`src/rtl/uart_pkg.sv`:
```
// Shared UART receive-path types and constants: FIFO entry layout and field offsets.
package uart_pkg;

    localparam int unsigned DATA_W     = 8;
    localparam int unsigned RX_ENTRY_W = 10;
    localparam int unsigned DATA_LSB   = 0;
    localparam int unsigned PERR_BIT   = 8;
    localparam int unsigned FERR_BIT   = 9;

    // Bit order matches the offsets above: {ferr, perr, data[7:0]}
    typedef struct packed {
        logic              ferr;
        logic              perr;
        logic [DATA_W-1:0] data;
    } rx_entry_t;

endpackage

```
`src/rtl/uart_fifo_mem.sv`:
```
// DEPTH x W register array: synchronous write port, asynchronous read port, no reset.
module uart_fifo_mem #(
    parameter int unsigned DEPTH  = 16,
    parameter int unsigned ADDR_W = 4,
    parameter int unsigned W      = 10
) (
    input  logic              clk,
    input  logic              we,
    input  logic [ADDR_W-1:0] waddr,
    input  logic [W-1:0]      wdata,
    input  logic [ADDR_W-1:0] raddr,
    output logic [W-1:0]      rdata
);

    logic [W-1:0] mem_q [DEPTH];
    logic [W-1:0] mem_d [DEPTH];

    always_comb begin
        mem_d = mem_q;
        if (we) begin
            mem_d[waddr] = wdata;
        end
    end

    always_ff @(posedge clk) begin
        mem_q <= mem_d;
    end

    assign rdata = mem_q[raddr];

endmodule

```
`src/rtl/uart_rx_fifo_ctrl.sv`:
```
// Receive FIFO between the UART receiver and the APB registers: pointers, level,
// status flags and sticky overflow around a first-word-fall-through register array.
module uart_rx_fifo_ctrl
    import uart_pkg::*;
#(
    parameter int unsigned DEPTH    = 16,
    parameter int unsigned ADDR_W   = 4,
    parameter int unsigned AFULL_TH = 12
) (
    input  logic                clk,
    input  logic                reset_n,
    input  logic                fifo_write_n,
    input  logic [DATA_W-1:0]   wr_data,
    input  logic                wr_parity_err,
    input  logic                wr_framing_err,
    input  logic                read_rx_byte,
    input  logic                clear_overflow,
    output logic [DATA_W-1:0]   rx_data,
    output logic                rx_parity_err,
    output logic                rx_framing_err,
    output logic                rx_empty,
    output logic                rx_full,
    output logic                rx_afull,
    output logic [ADDR_W:0]     rx_level,
    output logic                rx_overflow
);

    localparam int unsigned LVL_W = ADDR_W + 1;

    logic [ADDR_W-1:0]     wr_ptr_q, wr_ptr_d;
    logic [ADDR_W-1:0]     rd_ptr_q, rd_ptr_d;
    logic [LVL_W-1:0]      level_q, level_d;
    logic                  overflow_q, overflow_d;
    logic                  empty_c, full_c, pop_c, push_c, drop_c;
    rx_entry_t             wr_entry_c;
    logic [RX_ENTRY_W-1:0] rd_entry_c;

    // A pop frees a slot in the same cycle, so a full FIFO still accepts write+pop.
    always_comb begin
        empty_c    = (level_q == '0);
        full_c     = (level_q == LVL_W'(DEPTH));
        pop_c      = read_rx_byte && !empty_c;
        push_c     = !fifo_write_n && (!full_c || pop_c);
        drop_c     = !fifo_write_n && full_c && !pop_c;

        wr_ptr_d   = wr_ptr_q;
        rd_ptr_d   = rd_ptr_q;
        level_d    = level_q;
        overflow_d = overflow_q;

        if (push_c) begin
            wr_ptr_d = wr_ptr_q + ADDR_W'(1);
        end
        if (pop_c) begin
            rd_ptr_d = rd_ptr_q + ADDR_W'(1);
        end
        case ({push_c, pop_c})
            2'b10:   level_d = level_q + LVL_W'(1);
            2'b01:   level_d = level_q - LVL_W'(1);
            default: level_d = level_q;
        endcase
        // A drop in the same cycle as a clear leaves the flag set.
        if (drop_c) begin
            overflow_d = 1'b1;
        end else if (clear_overflow) begin
            overflow_d = 1'b0;
        end
    end

    always_ff @(posedge clk) begin
        if (!reset_n) begin
            wr_ptr_q   <= '0;
            rd_ptr_q   <= '0;
            level_q    <= '0;
            overflow_q <= 1'b0;
        end else begin
            wr_ptr_q   <= wr_ptr_d;
            rd_ptr_q   <= rd_ptr_d;
            level_q    <= level_d;
            overflow_q <= overflow_d;
        end
    end

    always_comb begin
        wr_entry_c      = '0;
        wr_entry_c.ferr = wr_framing_err;
        wr_entry_c.perr = wr_parity_err;
        wr_entry_c.data = wr_data;
    end

    uart_fifo_mem #(
        .DEPTH  (DEPTH),
        .ADDR_W (ADDR_W),
        .W      (RX_ENTRY_W)
    ) u_mem (
        .clk   (clk),
        .we    (push_c),
        .waddr (wr_ptr_q),
        .wdata (wr_entry_c),
        .raddr (rd_ptr_q),
        .rdata (rd_entry_c)
    );

    // Head entry is shown directly from storage, forced to zero while empty.
    assign rx_data        = empty_c ? '0   : rd_entry_c[DATA_LSB +: DATA_W];
    assign rx_parity_err  = empty_c ? 1'b0 : rd_entry_c[PERR_BIT];
    assign rx_framing_err = empty_c ? 1'b0 : rd_entry_c[FERR_BIT];
    assign rx_empty       = empty_c;
    assign rx_full        = full_c;
    assign rx_afull       = (level_q >= LVL_W'(AFULL_TH));
    assign rx_level       = level_q;
    assign rx_overflow    = overflow_q;

endmodule

```
`config.mk`:
```
export PLATFORM = sky130hd
export DESIGN_NAME = uart_rx_fifo_ctrl
export DESIGN_NICKNAME = d
export VERILOG_FILES = /design/src/rtl/uart_pkg.sv /design/src/rtl/uart_fifo_mem.sv /design/src/rtl/uart_rx_fifo_ctrl.sv
export SDC_FILE = /design/constraint.sdc
export NUM_CORES = 1
export LEC_CHECK = 0
export BUFFER_PORTS_ARGS = -buffer_cell sky130_fd_sc_hd__buf_4
export CAP_MARGIN = 20
export CORE_UTILIZATION = 60
export CTS_CLUSTER_DIAMETER = 120
export DETAILED_ROUTE_END_ITERATION = 7
export GPL_TIMING_DRIVEN = 0
export PLACE_DENSITY = 0.89
export SLEW_MARGIN = 20
export SYNTH_ARGS = -nofsm -noshare
export SYNTH_HDL_FRONTEND = slang
export SYNTH_SLANG_ARGS = --single-unit
```
`constraint.sdc`:
```
create_clock -name clk -period 4.3 [get_ports clk]
set_input_delay 0.645 -clock clk [delete_from_list [all_inputs] [get_ports clk]]
set_output_delay 0.645 -clock clk [all_outputs]
set_load 0.005 [all_outputs]
```
==> Word level (Yosys, flattened, before mapping) <==
Cells that the tools add are included.
Widths: inputs -> output; s select.
{ "totals": {"output_inout_bits": 19, "ff_bits": 174, "input_bits": 15} }
{ "classes": {"addsub": 4, "reduce_logical": 13, "n_eq_ne": 3, "n_bitwise": 2, "magnitude_cmp": 4, "mux": 12} }
{ "ops": {"columns": ["op", "count"], "rows": [
  ["$bwmux 160", 1],
  ["$bmux 10 s4", 1],
  ["$demux 10 s4", 1],
  ["$mux 10", 3],
  ["$ge 5x5->1 const B", 2],
  ["$not 4->5", 2],
  ["$pmux 5 s2", 1],
  ["$add 4x1->4 const B", 2],
  ["$mux 8", 1],
  ["$add 5x1->5 const B", 1],
  ["$eq 5x5->1 const B", 1],
  ["$ge 5x4->1 const B", 1],
  ["$logic_and 1x1->1", 5],
  ["$logic_not 5->1", 1],
  ["$lt 5x1->1 const B", 1],
  ["$sub 5x1->5 const B", 1],
  ["$logic_not 1->1", 4],
  ["$mux 1", 4],
  ["$reduce_bool 2->1", 2],
  ["$eq 2x1->1 const B", 1],
  ["$eq 2x2->1 const B", 1],
  ["$logic_or 1x1->1", 1]
]} }

==> Longest topological paths before layout <==
{ "logic_depth": {"word_depth": 7, "depth_mapped": 14} }

==> Hierarchy <==
Synthesis repeated with hierarchy kept, for this count alone.
{ "unflattened": {"hier_cells": 371, "hier_area_um2": 7028.0} }
{ "modules_own_cells": {"columns": ["mod", "seq_area_each_um2", "cells_each", "n_inst", "area_each_um2"], "rows": [
  ["uart_fifo_mem", 4804.6, 269, 1, 6153.4],
  ["uart_rx_fifo_ctrl", 280.3, 102, 1, 874.6]
]} }

==> Worst setup path before layout <==
No wires, ideal clock.
{ "synth_timing": {"kind": "reg-to-reg", "start": "reg level_q[1] (netlist: rx_level[1])", "end": "reg level_q[4] (netlist: rx_level[4])", "arrival_time_ns": 2.907, "slack_ns": 1.265, "path_buffers": 4, "synth_period_minus_slack_ns": 3.035, "setup_time_ns": 0.128, "path_stages_with_launch": 15, "path_cell_list": "dfxtp_1 -> buf_6 -> or4_4 -> buf_6 -> o31a_1 -> buf_2 -> inv_1 -> ha_1 -> clkbuf_1 -> xor2_1 -> ha_1 -> nor2b_1 -> o32ai_1 -> mux2i_1 -> nand4_1"} }
{ "synth_via": {"elab_chain_cells": 7, "word_cells_on_any_way": 13} }
{ "synth_lines": {"columns": ["element", "line_no", "source"], "rows": [
  ["from (decl)", "uart_rx_fifo_ctrl.sv:32", "logic [LVL_W-1:0] level_q, level_d;"],
  ["from (signal assigned)", "uart_rx_fifo_ctrl.sv:79", "level_q <= level_d;"],
  ["$logic_not 5->1", "uart_rx_fifo_ctrl.sv:40", "empty_c = (level_q == '0);"],
  ["$logic_not 1->1", "uart_rx_fifo_ctrl.sv:42", "pop_c = read_rx_byte && !empty_c;"],
  ["$logic_and 1x1->1", "uart_rx_fifo_ctrl.sv:42", null],
  ["$logic_or 1x1->1", "uart_rx_fifo_ctrl.sv:43", "push_c = !fifo_write_n && (!full_c || pop_c);"],
  ["$logic_and 1x1->1", "uart_rx_fifo_ctrl.sv:43", null],
  ["$eq 2x1->1 / $eq 2x2->1 (equally long branches)", "uart_rx_fifo_ctrl.sv:57", "case ({push_c, pop_c})"],
  ["$pmux 5 s2 / $reduce_bool 2->1 (equally long branches)", null, null]
]} }
Parallel ways exist; a longest one is shown, timed or not.
A chain may end at the register's enable or synchronous reset.

==> Worst setup path after layout <==
{ "layout_timing": {"start": "reg rd_ptr_q[0]", "end": "out rx_framing_err"} }
{ "layout_via": {"elab_chain_cells": 5} }
{ "layout_lines": {"columns": ["element", "line_no", "source"], "rows": [
  ["from (decl)", "uart_rx_fifo_ctrl.sv:31", "logic [ADDR_W-1:0] rd_ptr_q, rd_ptr_d;"],
  ["from (signal assigned)", "uart_rx_fifo_ctrl.sv:78", "rd_ptr_q <= rd_ptr_d;"],
  ["$not 4->5 (implied by the code)", "uart_fifo_mem.sv:29", "assign rdata = mem_q[raddr];"],
  ["$bmux 10 s4", "uart_fifo_mem.sv:29", null],
  ["$mux 10 (implied by the code) (2 in series)", "uart_fifo_mem.sv:29", null],
  ["$mux 1", "uart_rx_fifo_ctrl.sv:107", "assign rx_framing_err = empty_c ? 1'b0 : rd_entry_c[FERR_BIT];"],
  ["to (decl)", "uart_rx_fifo_ctrl.sv:20", "output logic rx_framing_err,"]
]} }
No other way between the ends. The select of a mux whose other input is x is not followed.

==> flow_summary.toml <==
[run_status]
outcome = "finished, violations left"
violations = "design-rule violations"

[cts]
clockBufferDepth = 2
htreeDepth = 4
clk_pin_slew_ps = 60
cts.sinks = 174
ctsHoldBuffers = 0
postCtsSetupRepairBufs = 0
numCtsBuffers = 17
root_buffer = "clkbuf_16"
cts_resized = 0
clkLatencyLatePin_ps = 420
cts_tree = "yes"

[route]
wirelength_um = 15100
met1Wirelength_um = 5530
post_drt_wl_per_cell_um = 25.7
drt_iter0_drc = 328
num_vias = 3865
ant_nets = 0
wl_met3_um = 1200
drt-pass1-iter-count = 7
route.detailed.drc = 6
via_per_inst = 6.58
wl_met2_um = 7960
top_layer = "met4"

[timing]
tightest_slew_ps = 763
finClkSkew_ps = 8.64
fin_crit_sh = 0.844
rsz0062_at_grt = "no"
drv_slew = 0
hold_viol = 0
max_freq_mhz = 276
relSlewSlack = 0.492
setup_tns_ps = 0
finalCriticalPeriod_ps = 3630
holdWs_ps = 532
setup_violations = 0

[power]
power.leakage_nw = 2.71
powerDensity_nw_per_um2 = 556
irDropWorstVdd_v = 0.000382
power_mw = 4.51

[grt]
antenna_found_initial = 0
grt_remaining_overflow = 0
grt_pass1_wl_um = 23100
grt_max_degree = 17
grt_usage = 0.265
grt_pass1_vias = 4022

[floorplan]
dieArea_um2 = 12300
die_x_um = 111
core_um2 = 11500
initial_core_util = 0.619
rows = 39
io_pins = 34
fp.dieH_um = 111

[finish]
multi_input_area_um2 = 1900
diodes = 0
drive_above_1_share = 0.266
fin_nets = 455
area_growth_pct = 13.8
fillers = 701
stdcell_area_um2 = 8120
regArea_um2 = 5080

[yosys]
synth_cell_types = 37
synth_area_um2 = 7130
synth_top_area_cell = "edfxtp_1"
ys.flop_type = "edfxtp_1"
synth_cells = 380
ys_seq_elements = 174
async_flop_share = 0
yosysSeqAreaShare = 0.713
synth.net_count = 403
syn_area_per_cell_um2 = 18.8
yosys-top-cells-area = "edfxtp_1 (67%), mux4_2 (13%), dfxtp_1 (3.9%), a211oi_1 (2.2%), mux2i_1 (2.1%)"
synth_top_cell_area_share = 0.674
synth_warnings = 0
synth_edf_count = 160

[worst_hold_path]
min_path_type = "in -> reg"

[placed_design]
gp_congestion = 0.771
place_area_um2 = 7560
dp_hpwl_um = 9040
port_buffers = 32

[setup_path]
endpoint_kind = "output port"
critPathMaxFanout = 10
cp_data_required_time_ps = 3650
worstSetupPathType = "reg -> out"
arrival_ps = 2980
crit_path_start_kind = "flip-flop"

[flow_run]
drv_cap = 0
==> per-layer routing <==
layer / GRT usage / up-vias
met4: 0.128 / 0
met1: 0.313 / 1966
met3: 0.0760 / 30
met2: 0.450 / 228
met5: 0 / -
li1: - / 1641
==> sequential cells by signal (all words and copies together), names as in the netlist <==
register,count
rx_level,5
u_mem.mem_q,160
rd_ptr_q,4
wr_ptr_q,4
rx_overflow,1
==> worst max-delay path, cell delays in order, from the launching register on <==
cell,delay [ps]
dfxtp_1,360
buf_2,250
buf_2,380
buf_2,330
buf_1,470
a211oi_1,220
a211oi_1,370
buf_4,180
==> synth_stat cells, types with 5 or more instances <==
library cell / instances
mux2i_1: 15
and2_1: 6
nor2b_1: 17
inv_1: 7
xnor2_1: 6
dfxtp_1: 14
nand2_1: 8
ha_1: 8
and3_1: 15
nand3_1: 5
a211oi_1: 21
mux4_2: 40
buf_2: 11
clkbuf_1: 9
edfxtp_1: 160
==> power by group <==
group	internal (mW)	switching, mW	leakage, nW
combinational	0.528	0.583	0.878
sequential	1.91	0.0500	1.56
clock	0.839	0.605	0.268
total	3.28	1.24	2.71
==> cell families (layout without fill, tap and decap cells) <==
group,after synthesis,in the layout,synth area share
AND/OR/NAND/NOR,68,68,0.0556
AO/OA/AOI/OAI,37,37,0.0402
multiplexers,55,55,0.147
flip-flops,174,174,0.713
adder cells (fa/ha/maj),8,8,0.0140
buffers and inverters,31,95,0.0214
XOR/XNOR,7,7,0.00860
==> cell type report <==
| type | instances | area share |
|---|---|---|
| clock inverters | 14 | 0.0157 |
| multi-input cells | 175 | 0.234 |
| flip-flops and latches | 174 | 0.626 |
| plain buffers | 24 | 0.0156 |
| repair buffers | 33 | 0.0305 |
| inverters | 7 | 0.00324 |
| well taps | 143 | 0.0220 |
| clock buffers | 17 | 0.0524 |
==> path summary, 6_finish.rpt <==
| check | from | endpoint | slack, ps | depth (start not counted) |
|---|---|---|---|---|
| worst max-delay path | rd_ptr_q[0] | rx_framing_err | 670 | 7 |
| worst min-delay path | wr_data[0] | u_mem.mem_q[70] | 530 | 1 |
| worst max register to register | rx_level[1] | rx_level[4] | 970 | 14 |
| worst min register to register | wr_ptr_q[1] | wr_ptr_q[1] | 540 | 2 |
==> layout by cell type (no fill, tap or decap), drive strengths merged, types with 3 or more instances in the layout <==
cell,Yosys,routed
clkbuf,9,26
o21a,3,3
and3,15,15
mux2i,15,15
ha,8,8
nor2b,17,17
and2,6,6
nand2b,3,3
a21oi,3,3
nor3,3,3
nand3,5,5
o21ai,4,4
nand2,8,8
nor2,3,3
buf,15,48
clkinv,0,10
dfxtp,14,14
edfxtp,160,160
mux4,40,40
a211oi,21,21
inv,7,7
xnor2,6,6
==> per-stage QoR <==
step / instances / utilization / setup WS, ps
after floorplan: 380 / - / 1260
after global placement: 555 / 0.656 / 1090
after detailed placement: 556 / 0.657 / 1030
after CTS: 587 / 0.705 / 670
after global routing: 587 / 0.705 / 479
final: 587 / 0.705 / 670
No activity file was read; power rests on OpenSTA's default activity.
